$ cat src/rtl/ysyx_25050147_lsu_store_pkg.sv
// -----------------------------------------------------------------------------
// ysyx_25050147_lsu_store_pkg
// Shared definitions for the LSU store path:
//   - store op encodings (sb / sh / sw)
//   - AXI write response code OKAY
//   - store FSM state enum
//   - base byte mask per op, before lane shifting
// Optional macro used by the store path: YSYX_25050147_STORE_ALIGN_CHECK_EN
// -----------------------------------------------------------------------------
package ysyx_25050147_lsu_store_pkg;

    localparam logic [2:0] OP_SB = 3'b000;
    localparam logic [2:0] OP_SH = 3'b001;
    localparam logic [2:0] OP_SW = 3'b010;

    localparam logic [1:0] RESP_OKAY = 2'b00;

    typedef enum logic [1:0] {
        ST_IDLE   = 2'd0,
        ST_SEND   = 2'd1,
        ST_WAIT_B = 2'd2,
        ST_RESP   = 2'd3
    } state_t;

    // Byte mask for an access at offset 0. Illegal ops give an empty mask,
    // which the lane logic uses as its illegal-op indication.
    function automatic logic [3:0] base_mask(input logic [2:0] op);
        logic [3:0] m;
        case (op)
            OP_SB:   m = 4'b0001;
            OP_SH:   m = 4'b0011;
            OP_SW:   m = 4'b1111;
            default: m = 4'b0000;
        endcase
        return m;
    endfunction

endpackage

$ cat src/rtl/ysyx_25050147_lsu_store_lane.sv
// -----------------------------------------------------------------------------
// ysyx_25050147_store_lane
// Combinational lane steering for a store:
//   op    [2:0]  store op (sb/sh/sw; anything else is illegal)
//   off   [1:0]  byte offset = address[1:0]
//   data  [31:0] LSB-aligned store data
//   wdata [31:0] data shifted to its byte lane (upper bytes truncated)
//   wstrb [3:0]  base mask shifted by offset (truncated to 4 bits)
//   illegal      op is not sb/sh/sw
//   misalign     sh at odd offset / sw at non-zero offset; only produced when
//                YSYX_25050147_STORE_ALIGN_CHECK_EN is defined, otherwise 0
// -----------------------------------------------------------------------------
module ysyx_25050147_store_lane
    import ysyx_25050147_lsu_store_pkg::*;
(
    input  logic [2:0]  op,
    input  logic [1:0]  off,
    input  logic [31:0] data,
    output logic [31:0] wdata,
    output logic [3:0]  wstrb,
    output logic        illegal,
    output logic        misalign
);

    logic [3:0] mask;

    always_comb begin
        mask    = base_mask(op);
        illegal = (mask == 4'b0000);
        // Shifting past bit 31 / bit 3 simply drops bytes: a misaligned
        // store without the alignment check writes only the lanes that fit.
        wdata   = data << {off, 3'b000};
        wstrb   = mask << off;
    end

`ifdef YSYX_25050147_STORE_ALIGN_CHECK_EN
    always_comb begin
        case (op)
            OP_SH:   misalign = off[0];
            OP_SW:   misalign = (off != 2'b00);
            default: misalign = 1'b0;
        endcase
    end
`else
    assign misalign = 1'b0;
`endif

endmodule

$ cat src/rtl/ysyx_25050147_lsu_store.sv
// -----------------------------------------------------------------------------
// ysyx_25050147_lsu_store
// Store side of the LSU. Takes one sb/sh/sw request, steers data into byte
// lanes, issues a single AXI4-Lite write (AW + W, then B) and returns a
// one-cycle completion pulse with an error flag. One store in flight.
//
// Ports:
//   clk, rst_n                 clock, synchronous active-low reset
//   req_valid/req_ready        request handshake (ready only in IDLE)
//   req_op/req_addr/req_data   store op, byte address, LSB-aligned data
//   resp_valid/resp_err        one-cycle completion pulse, error qualifier
//   awvalid/awready/awaddr     AXI write address (word aligned)
//   wvalid/wready/wdata/wstrb  AXI write data and byte strobes
//   bvalid/bready/bresp        AXI write response
//   dbg_state                  current FSM state (state_t encoding)
//
// Handshake rule for every channel here: a transfer happens on a rising
// clock edge where valid and ready are both high; a valid, once raised, is
// held with its payload stable until that transfer, and valid never depends
// combinationally on ready.
//
// Optional macro: YSYX_25050147_STORE_ALIGN_CHECK_EN rejects misaligned
// sh/sw with an error response and no bus activity.
// -----------------------------------------------------------------------------
module ysyx_25050147_lsu_store
    import ysyx_25050147_lsu_store_pkg::*;
(
    input  logic        clk,
    input  logic        rst_n,

    input  logic        req_valid,
    output logic        req_ready,
    input  logic [2:0]  req_op,
    input  logic [31:0] req_addr,
    input  logic [31:0] req_data,

    output logic        resp_valid,
    output logic        resp_err,

    output logic        awvalid,
    input  logic        awready,
    output logic [31:0] awaddr,

    output logic        wvalid,
    input  logic        wready,
    output logic [31:0] wdata,
    output logic [3:0]  wstrb,

    input  logic        bvalid,
    output logic        bready,
    input  logic [1:0]  bresp,

    output logic [1:0]  dbg_state
);

    state_t      state;
    state_t      next_state;

    logic [31:0] lane_wdata;
    logic [3:0]  lane_wstrb;
    logic        lane_illegal;
    logic        lane_misalign;
    logic        lane_fault;

    logic        accept;
    logic        aw_clear;
    logic        w_clear;
    logic        err_q;

    ysyx_25050147_store_lane u_lane (
        .op       (req_op),
        .off      (req_addr[1:0]),
        .data     (req_data),
        .wdata    (lane_wdata),
        .wstrb    (lane_wstrb),
        .illegal  (lane_illegal),
        .misalign (lane_misalign)
    );

    assign lane_fault = lane_illegal | lane_misalign;
    assign accept     = req_valid & req_ready & (state == ST_IDLE);

    // A channel counts as finished when its valid is already down or it is
    // handshaking this cycle; this lets AW and W finish in either order.
    assign aw_clear = ~awvalid | awready;
    assign w_clear  = ~wvalid  | wready;

    // ---------------------------------------------------------------- state
    always_ff @(posedge clk) begin
        if (!rst_n) begin
            state <= ST_IDLE;
        end else begin
            state <= next_state;
        end
    end

    // ----------------------------------------------------------- next state
    always_comb begin
        next_state = state;
        case (state)
            ST_IDLE: begin
                if (accept) begin
                    next_state = lane_fault ? ST_RESP : ST_SEND;
                end
            end
            ST_SEND: begin
                if (aw_clear && w_clear) begin
                    next_state = ST_WAIT_B;
                end
            end
            ST_WAIT_B: begin
                if (bvalid) begin
                    next_state = ST_RESP;
                end
            end
            ST_RESP: begin
                next_state = ST_IDLE;
            end
            default: begin
                next_state = ST_IDLE;
            end
        endcase
    end

    // ------------------------------------------------ state-decoded outputs
    always_comb begin
        bready     = (state == ST_WAIT_B);
        resp_valid = (state == ST_RESP);
        resp_err   = (state == ST_RESP) & err_q;
        dbg_state  = state;
    end

    // ------------------------------------------------- registered datapath
    // req_ready is a flop so it stays low while reset is asserted and
    // rises the cycle after reset is released.
    always_ff @(posedge clk) begin
        if (!rst_n) begin
            req_ready <= 1'b0;
            awvalid   <= 1'b0;
            wvalid    <= 1'b0;
            awaddr    <= 32'h0;
            wdata     <= 32'h0;
            wstrb     <= 4'h0;
            err_q     <= 1'b0;
        end else begin
            req_ready <= (next_state == ST_IDLE);
            case (state)
                ST_IDLE: begin
                    if (accept) begin
                        awaddr  <= {req_addr[31:2], 2'b00};
                        wdata   <= lane_wdata;
                        wstrb   <= lane_wstrb;
                        err_q   <= lane_fault;
                        awvalid <= ~lane_fault;
                        wvalid  <= ~lane_fault;
                    end
                end
                ST_SEND: begin
                    if (awvalid && awready) begin
                        awvalid <= 1'b0;
                    end
                    if (wvalid && wready) begin
                        wvalid <= 1'b0;
                    end
                end
                ST_WAIT_B: begin
                    if (bvalid) begin
                        err_q <= (bresp != RESP_OKAY);
                    end
                end
                default: begin
                end
            endcase
        end
    end

endmodule

$ cat config.mk
export PLATFORM = sky130hd
export DESIGN_NAME = ysyx_25050147_lsu_store
export DESIGN_NICKNAME = d
export VERILOG_FILES = /design/src/rtl/ysyx_25050147_lsu_store_pkg.sv /design/src/rtl/ysyx_25050147_lsu_store_lane.sv /design/src/rtl/ysyx_25050147_lsu_store.sv
export SDC_FILE = /design/constraint.sdc
export NUM_CORES = 1
export LEC_CHECK = 0
export ABC_CLOCK_PERIOD_IN_PS = 1400
export BUFFER_PORTS_ARGS = -buffer_cell sky130_fd_sc_hd__buf_2
export CORE_MARGIN = 4
export CORE_UTILIZATION = 44
export CTS_BUF_LIST = sky130_fd_sc_hd__clkbuf_8
export DETAILED_ROUTE_END_ITERATION = 7
export HOLD_SLACK_MARGIN = 0.1
export PLACE_DENSITY_LB_ADDON = 0.15
export SYNTH_ARGS = -nofsm -noshare
export SYNTH_HDL_FRONTEND = slang
export SYNTH_HIERARCHICAL = 1
export SYNTH_SLANG_ARGS = --single-unit
$ cat constraint.sdc
create_clock -name clk -period 1.4 [get_ports clk]
set_clock_uncertainty 0.1 [all_clocks]
set_input_delay 0.14 -clock clk [delete_from_list [all_inputs] [get_ports clk]]
set_output_delay 0.14 -clock clk [all_outputs]
set_load 0.02 [all_outputs]
==> metrics.txt <==
GPL Wtd Cong 0.8647; proportion of synthesized flip-flops having asynchronous set or reset 0; final global-route overflow total 0; cell area after technology mapping 3243 um2; worst-case register-to-register setup slack -0.09 ns; number of antenna violations at the first check in global routing 0; required time of the critical path 1.56 ns; minimum clock period after layout 1.486 ns; worst skew pair latency 0.33 ns; number of cells on the worst reg-to-reg path 6; average wire length per cell after detail routing 13.84 um; worst slack on hold paths 0.1177 ns; DPL Wire Length 6.770 mm; worst flop-to-flop path startpoint dbg_state[1]; xor/xnor share of the synthesized area 0; Worst path depth 6; placeable core area 7214 um2; FMAX 673.2 MHz; crit path DAT 1.65 ns; row cnt 31; worst-path fanout max 14; number of buffers created by CTS 9; Simple-Gate Fraction of Synth Area 0.2199; largest vdd supply drop 0.7943 mV; count of input and output buffers 148; post-layout net count 672; Post-Syn Area per Cell 8.047 um2; vertical die dimension 93.85 um; dominant register cell in the synthesized netlist sky130_fd_sc_hd__dfxtp_1; Synth top area share 0.4444; register area share after synthesis 0.4444; detailed-route wire length 9.700 mm; library cell used as clock root buffer sky130_fd_sc_hd__clkbuf_8; Final period util 1.061; worst hold path stage count 4; top cell type by total area after synthesis sky130_fd_sc_hd__dfxtp_1; max-cap viol count 0; die outline area 8808 um2; cell count after synthesis 403; Slowest Stage Delay on Critical Path 0.38 ns; post-route non-filler standard cell count 701; number of setup violations in the final report 55; fraction of synthesized area in multiplexers 0.1022; most numerous cell on the critical path sky130_fd_sc_hd__buf_12; count of state elements after synthesis 72; number of optimization iterations in the first detailed-route pass 4; worst path cell trace nor4bb_4 -> buf_4 -> buf_12 -> buf_12 -> nand2_1 -> a21oi_2; area growth from synthesis to layout 56.02%; Max Root-Sink Buffers 2; type of the setup path with the least slack register to register; number of enable-type register cells in the synthesized netlist 0; Final Hold Viols 0; combinational family with the most area after synthesis simple AND/OR/NAND/NOR gates; violation count after the first detailed-route iteration 105; Power Dens Cells 1096 nW/um2; maximum number of pins on one net before global-route repair 32; violations in the final reports setup timing; number of top-level design ports 151; number of sinks driven by the clock tree 72; library cells used by synthesis 32; count of nets left with antenna violations after detail routing 0; startpoint type of the worst setup path register; result of the run complete, but fails checks; Post-Place Setup Slack -0.06358 ns; die span in x 93.85 um; P_leak 2.315 nW; number of cells after detailed placement 639; Area contributors post-synth sky130_fd_sc_hd__dfxtp_1, sky130_fd_sc_hd__nand2_1, sky130_fd_sc_hd__a21oi_1; cell with the largest stage delay on the worst path sky130_fd_sc_hd__dfxtp_4; type of destination of the critical path register; GRT Total Usage 0.2150; Worst setup endpoint wdata[0]; max-slew violation total from the final report 0; via count of the routed design 3420; Worst Hold Class input port to register; capture point of the worst reg-to-reg path wdata[0]; RSZ-0062 raised after global routing yes; Final Worst Setup Slack -0.08551 ns; count of warnings emitted by yosys 6; initial core utilization 0.4495; number of H-tree branching levels 3; remaining routing DRC violations 0; Inserted Diodes 0; proportion of layout cells with a drive suffix above 1 0.4003; vias in the first global route 3201; number of buffers and inverters on the critical path 3; first-pass GRT wire length 15.13 mm; adder-cell share of the synthesized area 0; TritonCTS clock tree built; synthesized-area fraction occupied by ao, oa, aoi and oai cells 0.1624; critical path launch point dbg_state[1]; overall power after layout 0.005544 W; detail-routed via count per cell 4.879; clock-pin slew on the worst setup and hold paths 0.08 ns; category of cells accounting for the largest share of critical-path delay buffers and inverters
-- cells in the mapped netlist, types with 2 or more instances --
library cell and number:
sky130_fd_sc_hd__and2_1 9, sky130_fd_sc_hd__a21oi_1 69, sky130_fd_sc_hd__nor3_1 2, sky130_fd_sc_hd__nor3_2 2, sky130_fd_sc_hd__clkbuf_1 13, sky130_fd_sc_hd__mux2i_1 32, sky130_fd_sc_hd__buf_2 10, sky130_fd_sc_hd__a211oi_2 2
sky130_fd_sc_hd__a221oi_2 2, sky130_fd_sc_hd__o21ai_0 2, sky130_fd_sc_hd__o2bb2ai_1 8, sky130_fd_sc_hd__buf_6 5, sky130_fd_sc_hd__buf_4 6, sky130_fd_sc_hd__nand2_1 134, sky130_fd_sc_hd__nor2_1 12, sky130_fd_sc_hd__dfxtp_1 72
sky130_fd_sc_hd__conb_1 2, sky130_fd_sc_hd__a21o_1 3, sky130_fd_sc_hd__nor2b_1 5
-- registers in the layout, indices dropped and copies added, names as in the netlist --
signal and flops:
awaddr 30, err_q 1, awvalid 1, req_ready 1, dbg_state 2, wstrb 4, wvalid 1, wdata 32
-- metal layers --
| metal | global-route usage | part of all wire | wire (um) |
|---|---|---|---|
| met2 | 0.3672 | 0.51 | 4932 |
| met1 | 0.2748 | 0.44 | 4226 |
| met5 | 0 | 0 | 0 |
| met3 | 0.03526 | 0.044 | 429 |
| met4 | 0.07100 | 0.012 | 112 |
-- placed cells by master (no fill, tap or decap), types with 4 or more instances in the layout --
master                          instances
sky130_fd_sc_hd__a21oi_1               43
sky130_fd_sc_hd__a21oi_2               26
sky130_fd_sc_hd__and2_1                 9
sky130_fd_sc_hd__buf_12                 7
sky130_fd_sc_hd__buf_2                145
sky130_fd_sc_hd__buf_4                 18
sky130_fd_sc_hd__buf_6                  5
sky130_fd_sc_hd__clkbuf_8               9
sky130_fd_sc_hd__dfxtp_1               69
sky130_fd_sc_hd__dlygate4sd3_1         40
sky130_fd_sc_hd__mux2i_1               32
sky130_fd_sc_hd__nand2_1              126
sky130_fd_sc_hd__nand2_2                4
sky130_fd_sc_hd__nand2_4                5
sky130_fd_sc_hd__nor2_1                12
sky130_fd_sc_hd__nor2b_1                4
sky130_fd_sc_hd__o2bb2ai_1              8
-- worst min path at each step --
stage                start  endpoint  slack [ns]
6_report       req_data[1]  wdata[1]        0.12
5_1_grt        req_data[1]  wdata[1]        0.11
4_1_cts        req_data[2]  wdata[2]        0.10
3_5_place_dp        wready    wvalid        0.25
3_3_place_gp        wready    wvalid        0.24
2_1_floorplan      awready   awvalid        0.13
-- cell type report --
cell class	count	area (um2)
Clock buffer	9	123.9
Clock inverter	7	97.59
Fill cell	619	2155
Inverter	2	7.507
Multi-Input combinational cell	295	1759
Sequential cell	72	1450
Tap cell	99	123.9
Timing Repair Buffer	217	1498
-- power breakdown --
group	internal [W]	switching, W	leakage [nW]
clock	0.00101	0.000763	0.111
combinational	0.000680	0.000815	1.62
sequential	0.00220	0.0000849	0.586
-- cell families (layout without fill, tap and decap cells) --
logic type,Yosys count,count (layout)
simple gates,170,170
flops,72,72
other cells,2,3
buf+inv,37,235
compound gates,89,89
mux,33,33
-- per-stage QoR --
stage / utilization / instance area, um2 / TNS, ns
floorplan: - / 3257 / -0.01727
CTS: 0.6769 / 4883 / -2.549
global placement: 0.5796 / 4182 / 0
detailed placement: 0.5796 / 4182 / -0.3018
global route: 0.7014 / 5060 / -6.990
finish: 0.7014 / 5060 / -2.494
-- timing repair --
item,in CTS,in global routing
resized for setup,8,47
setup buffers,3,2
pin swaps,2,12
endpoints found under the hold margin,41,0
cloned,1,0
hold buffers,40,0
setup endpoints to repair,62,72
-- worst min-delay path, stage by stage --
cell and delay [ns]:
sky130_fd_sc_hd__buf_2 0.12, sky130_fd_sc_hd__and2_1 0.13, sky130_fd_sc_hd__nand2_1 0.06, sky130_fd_sc_hd__a21oi_1 0.05
Note: power is estimated with default switching activity, not from simulation.
